<file path="config.mk">
export PLATFORM = sky130hd
export DESIGN_NAME = otter_fetch_queue
export DESIGN_NICKNAME = d
export VERILOG_FILES = /design/src/rtl/otter_fetch_queue.sv
export SDC_FILE = /design/constraint.sdc
export NUM_CORES = 1
export LEC_CHECK = 0
export BUFFER_PORTS_ARGS = -buffer_cell sky130_fd_sc_hd__buf_2
export CAP_MARGIN = 10
export CORE_ASPECT_RATIO = 2
export CORE_MARGIN = 4
export CORE_UTILIZATION = 31
export CTS_CLUSTER_DIAMETER = 200
export DETAILED_ROUTE_END_ITERATION = 12
export PLACE_DENSITY_LB_ADDON = 0.1
export SLEW_MARGIN = 40
export SYNTH_ARGS = -nofsm -noshare
export SYNTH_HDL_FRONTEND = slang
export SYNTH_SLANG_ARGS = --single-unit
</file>
<file path="constraint.sdc">
create_clock -name CLK -period 15.5 [get_ports CLK]
set_clock_uncertainty 0.1 [all_clocks]
set_input_delay 3.1 -clock CLK [delete_from_list [all_inputs] [get_ports CLK]]
set_output_delay 3.1 -clock CLK [all_outputs]
set_load 0.01 [all_outputs]
</file>
<file path="src/rtl/otter_fetch_queue.sv">
// ============================================================================
// Module  : otter_fetch_queue
// Brief   : OTTER instruction fetch. Owns the fetch PC, drives Memory port 1
//           and buffers {instruction, PC} pairs for decode (valid/ready).
//           Optional build macro OTTER_FQ_STATS_EN adds stall/flush counters.
// Revision: 1.0 - initial release
// ============================================================================
`default_nettype none

module otter_fetch_queue #(
    parameter int          DEPTH    = 4,
    parameter logic [31:0] RESET_PC = 32'h0
) (
    input  logic        CLK,
    input  logic        RST,
    input  logic        REDIRECT,
    input  logic [31:0] REDIRECT_PC,
    output logic        MEM_RDEN1,
    output logic [13:0] MEM_ADDR1,
    input  logic [31:0] MEM_DOUT1,
    input  logic        DE_READY,
    output logic        DE_VALID,
    output logic [31:0] DE_IR,
    output logic [31:0] DE_PC,
    output logic [31:0] DE_PC_INC
`ifdef OTTER_FQ_STATS_EN
    ,
    output logic [15:0] STAT_STALL,
    output logic [15:0] STAT_FLUSHED
`endif
);

    localparam int PW = $clog2(DEPTH);
    localparam int CW = PW + 1;

    logic [31:0]   fetch_pc;
    logic [31:0]   inflight_pc;
    logic          inflight_vld;
    logic [31:0]   ir_mem [DEPTH];
    logic [31:0]   pc_mem [DEPTH];
    logic [PW-1:0] rd_ptr;
    logic [PW-1:0] wr_ptr;
    logic [CW-1:0] count;

    logic          pop;
    logic          push;
    logic          issue;
    logic [CW:0]   credit;

    assign DE_VALID  = (count != '0) & ~REDIRECT;
    assign pop       = DE_VALID & DE_READY;
    assign push      = inflight_vld & ~REDIRECT;

    // Slots that will be occupied once every outstanding fetch has landed;
    // issuing only below DEPTH guarantees a push can never overflow.
    assign credit    = {1'b0, count} + (CW+1)'(inflight_vld) - (CW+1)'(pop);
    assign issue     = ~RST & ~REDIRECT & (credit < (CW+1)'(DEPTH));

    assign MEM_RDEN1 = issue;
    assign MEM_ADDR1 = fetch_pc[15:2];

    assign DE_IR     = ir_mem[rd_ptr];
    assign DE_PC     = pc_mem[rd_ptr];
    assign DE_PC_INC = DE_PC + 32'd4;

    always_ff @(posedge CLK or posedge RST) begin
        if (RST) begin
            fetch_pc     <= RESET_PC;
            inflight_pc  <= '0;
            inflight_vld <= 1'b0;
            rd_ptr       <= '0;
            wr_ptr       <= '0;
            count        <= '0;
            for (int i = 0; i < DEPTH; i++) begin
                ir_mem[i] <= '0;
                pc_mem[i] <= '0;
            end
        end else if (REDIRECT) begin
            fetch_pc     <= REDIRECT_PC;
            inflight_vld <= 1'b0;
            rd_ptr       <= '0;
            wr_ptr       <= '0;
            count        <= '0;
        end else begin
            if (issue) begin
                inflight_pc  <= fetch_pc;
                inflight_vld <= 1'b1;
                fetch_pc     <= fetch_pc + 32'd4;
            end else begin
                inflight_vld <= 1'b0;
            end
            if (push) begin
                ir_mem[wr_ptr] <= MEM_DOUT1;
                pc_mem[wr_ptr] <= inflight_pc;
                wr_ptr         <= wr_ptr + 1'b1;
            end
            if (pop) begin
                rd_ptr <= rd_ptr + 1'b1;
            end
            count <= count + CW'(push) - CW'(pop);
        end
    end

`ifdef OTTER_FQ_STATS_EN
    logic [16:0] flush_sum;

    assign flush_sum = {1'b0, STAT_FLUSHED} + 17'(count) + 17'(inflight_vld);

    always_ff @(posedge CLK or posedge RST) begin
        if (RST) begin
            STAT_STALL   <= '0;
            STAT_FLUSHED <= '0;
        end else begin
            if (DE_VALID && !DE_READY && STAT_STALL != 16'hFFFF) begin
                STAT_STALL <= STAT_STALL + 16'd1;
            end
            if (REDIRECT) begin
                STAT_FLUSHED <= flush_sum[16] ? 16'hFFFF : flush_sum[15:0];
            end
        end
    end
`endif

endmodule

`default_nettype wire

</file>
==> flow_metrics.tcl <==
set metrics [dict create \
    netSwitchingPower_mw 1.05 \
    clk_path_buf_depth 3 \
    p_leak_nw 8.29 \
    start_kind "input port" \
    finalSetupViolations 0 \
    wl_per_cell_um 22.2 \
    dr_wl_met2_mm 21.9 \
    p_sw_share_pct 32.8 \
    slew_headroom_pct 42.7 \
    pre_cts_ws_ns 5.73 \
    dp_cells 1826 \
    port_buffers 179 \
    ys_ff_latch 328 \
    grt_first_pass_wirelength_mm 64.7 \
    cp.arrival_ns 6.52 \
    coreArea_sq_um 49200 \
    pwr-share-comb_pct 32.5 \
    crit_slowest_cell "nor3b_1" \
    yosysWarningCount 0 \
    ir_drop_v 0.0000724 \
    crit_buf_inv 5 \
    crit_path_max_incr_delay_ns 0.63 \
    hold_viol_final 0 \
    yosysSeqAreaShare_pct 53.3 \
    fin_crit_sh_pct 62.7 \
    fin_cells 1887 \
    fmax_mhz 103 \
    intPower_mw 2.14 \
    setup_tns_ns 0 \
    syn_avg_cell_area_sq_um 14.4 \
    ys.flop_type "dfrtp_1" \
    chipHeight_um 323 \
    yosysTopAreaCellShare_pct 53.3 \
    drt_iter0_markers 297 \
    worstPathMaxFanout 59 \
    synth_area_sq_um 15400 \
    min_from "pc_mem[119]" \
    cts_buffers 36 \
    synth_area_leaders "dfrtp_1 53%, mux2_2 21%, mux4_2 8.2%" \
    grt_overflow 0 \
    cp-startpoint "REDIRECT" \
    post-route-drc-count 0 \
    die_x_um 166 \
    insertedDiodeCount 0 \
    cts_setup_buffers 0 \
    vias 9579 \
    r2r_start "count[1]" \
    highest_layer "met4" \
    io_pins 180 \
    viasPerCell 5.08 \
    wl_met3_mm 1.81 \
    antenna_found_initial 1 \
    syn-num-nets 1146 \
    hold_depth 1 \
    criticalPathCategory "in2out" \
    drv_cap 0 \
    wl_mm 41.9 \
    wl_met1_mm 16.9 \
    p_per_area_nw_per_um2 177 \
    synthArstFlopShare_pct 100 \
    initial_core_util_pct 31.3 \
    ctsResizeCount 0 \
    status "completed" \
    cts-htree-levels 2 \
    end_kind "output port" \
    die-area_sq_um 53500 \
    rsz0062_at_grt "false" \
    drtPass1Iterations 4 \
    synth.distinct_cells 58 \
    grt_pass1_vias 10600 \
    netlist_instances 1066 \
    yosys-top-cells-count "328 x dfrtp_1, 286 x mux2_2, 56 x mux4_2" \
    min_path_type "reg2reg" \
    synth-edff-count 0 \
    fin_ws_ns 5.78 \
    path_clk_slew_ns 0.06 \
    rows 115 \
    min_period_ns 9.72 \
    areaGrowthSynthToFinish_pct 17.1 \
    final_net_count 1301 \
    gp_congestion 0.779 \
    place_hpwl_mm 27.6 \
    grt_max_degree 120 \
    grt_use_total_pct 15.9 \
    synth.most_common_cell "dfrtp_1" \
    clk-insertion-delay-late_ns 0.53 \
    cts_sinks 328 \
    tightestPinTransition_ns 0.838 \
    drt.antenna.violating_nets 0 \
    rr_worst_depth 13 \
    cp.depth 12 \
    postCtsHoldBufs 0 \
    cts_tree "done" \
    synth_area_leader_cell "dfrtp_1" \
    power_frac_seq_pct 40.4 \
    path_cells "buf_2, buf_4, nor3b_1, ha_1, inv_1, ha_1, and3b_1, or4_4, a21o_1, nand2b_4, inv_2, buf_2" \
    fillers 4850 \
    drive_above_1_share_pct 49.2 \
    power_frac_clock_pct 27.1 \
    drv_slew 0 \
    crit_family "simple AND/OR/NAND/NOR gates" \
    worst_ep_required_time_ns 12.30 \
    root_buffer "clkbuf_16" \
]
routing by layer:
metal  global-route usage, %  vias up
met5                       0        -
met4                    5.14        0
met3                    2.55       58
met2                    28.8      231
met1                    19.0     5038
li1                        -     4252
power groups by stage:
stage | clock [mW] | sequential (mW) | combinational (mW)
final | 0.864 | 1.29 | 1.04
after floorplan | 0 | 1.23 | 0.744
after global routing | 0.930 | 1.33 | 1.14
after global placement | 0 | 1.32 | 1.03
after CTS | 0.900 | 1.30 | 1.07
after detailed placement | 0 | 1.31 | 1.06
per-stage QoR:
| step | hold slack, ns | total power, mW | instance area (sq um) | util (%) |
|---|---|---|---|---|
| after CTS | 0.401 | 3.26 | 18000 | 36.6 |
| after global placement | 0.380 | 2.35 | 16800 | 34.2 |
| after floorplan | 0.370 | 1.97 | 15400 | - |
| after detailed placement | 0.387 | 2.37 | 16900 | 34.3 |
| final | 0.398 | 3.19 | 18000 | 36.6 |
| after global routing | 0.409 | 3.40 | 18000 | 36.6 |
final cells by class:
class                      instances  area, sq um  share of cell area (%)
tap                              643          805                    4.46
sequential                       328         8220                    45.6
clock buffer                      53         1060                    5.86
timing repair buffer             194         1050                    5.81
clock inverter                     8          101                   0.562
inverter                          22         95.1                   0.527
multi-input combinational        639         6710                    37.2
sequential cells by signal (all words and copies together), names as in the netlist:
register / flops
ir_mem: 128
pc_mem: 128
fetch_pc: 32
inflight_pc: 32
count: 3
rd_ptr: 2
wr_ptr: 2
inflight_vld: 1
cells by family (layout without fill, tap and decap cells):
kind of cell | Yosys count | in the layout | synth area share (%)
mux | 352 | 352 | 30.6
fa+ha+maj | 12 | 12 | 1.02
flops | 328 | 328 | 53.3
xor+xnor | 45 | 45 | 2.61
buf+inv | 99 | 277 | 3.36
simple gates | 163 | 163 | 5.79
compound gates | 67 | 67 | 3.29
cells in the final DEF (no fill, tap or decap), drive strengths merged, types with 3 or more instances in the layout:
master,instances
dfrtp,328
mux2,286
buf,194
mux4,64
clkbuf,53
nand2,49
xnor2,27
o21ai,24
inv,24
nand3,20
nor2,19
xor2,18
nand4,16
ha,11
a2111oi,10
nor3,9
nor4,9
and3,7
a31oi,7
o311ai,7
or3,6
and4,6
or4,6
and2,4
o31ai,4
a211oi,4
clkinv,4
nor3b,3
o211ai,3
a221o,3
or4b,3
final timing paths:
kind	endpoint	slack [ns]
max	MEM_RDEN1	5.78
min	pc_mem[119]	0.40
max reg2reg	fetch_pc[28]	10.95
min reg2reg	pc_mem[119]	0.40
max in group asynchronous	pc_mem[60]	11.35
min in group asynchronous	fetch_pc[6]	2.75
worst reg2reg max path, stage by stage, from the launching register on:
cell and delay (ns):
dfrtp_1 0.43, nor3_1 0.10, nor3b_1 0.55, ha_1 0.26
inv_1 0.04, ha_1 0.25, and3b_1 0.17, or4_4 0.62
a21o_1 0.45, nand2b_4 0.32, inv_2 0.13, buf_4 0.47
nand2_1 0.19, o311ai_0 0.32
Note: power is estimated with default switching activity, not from simulation.
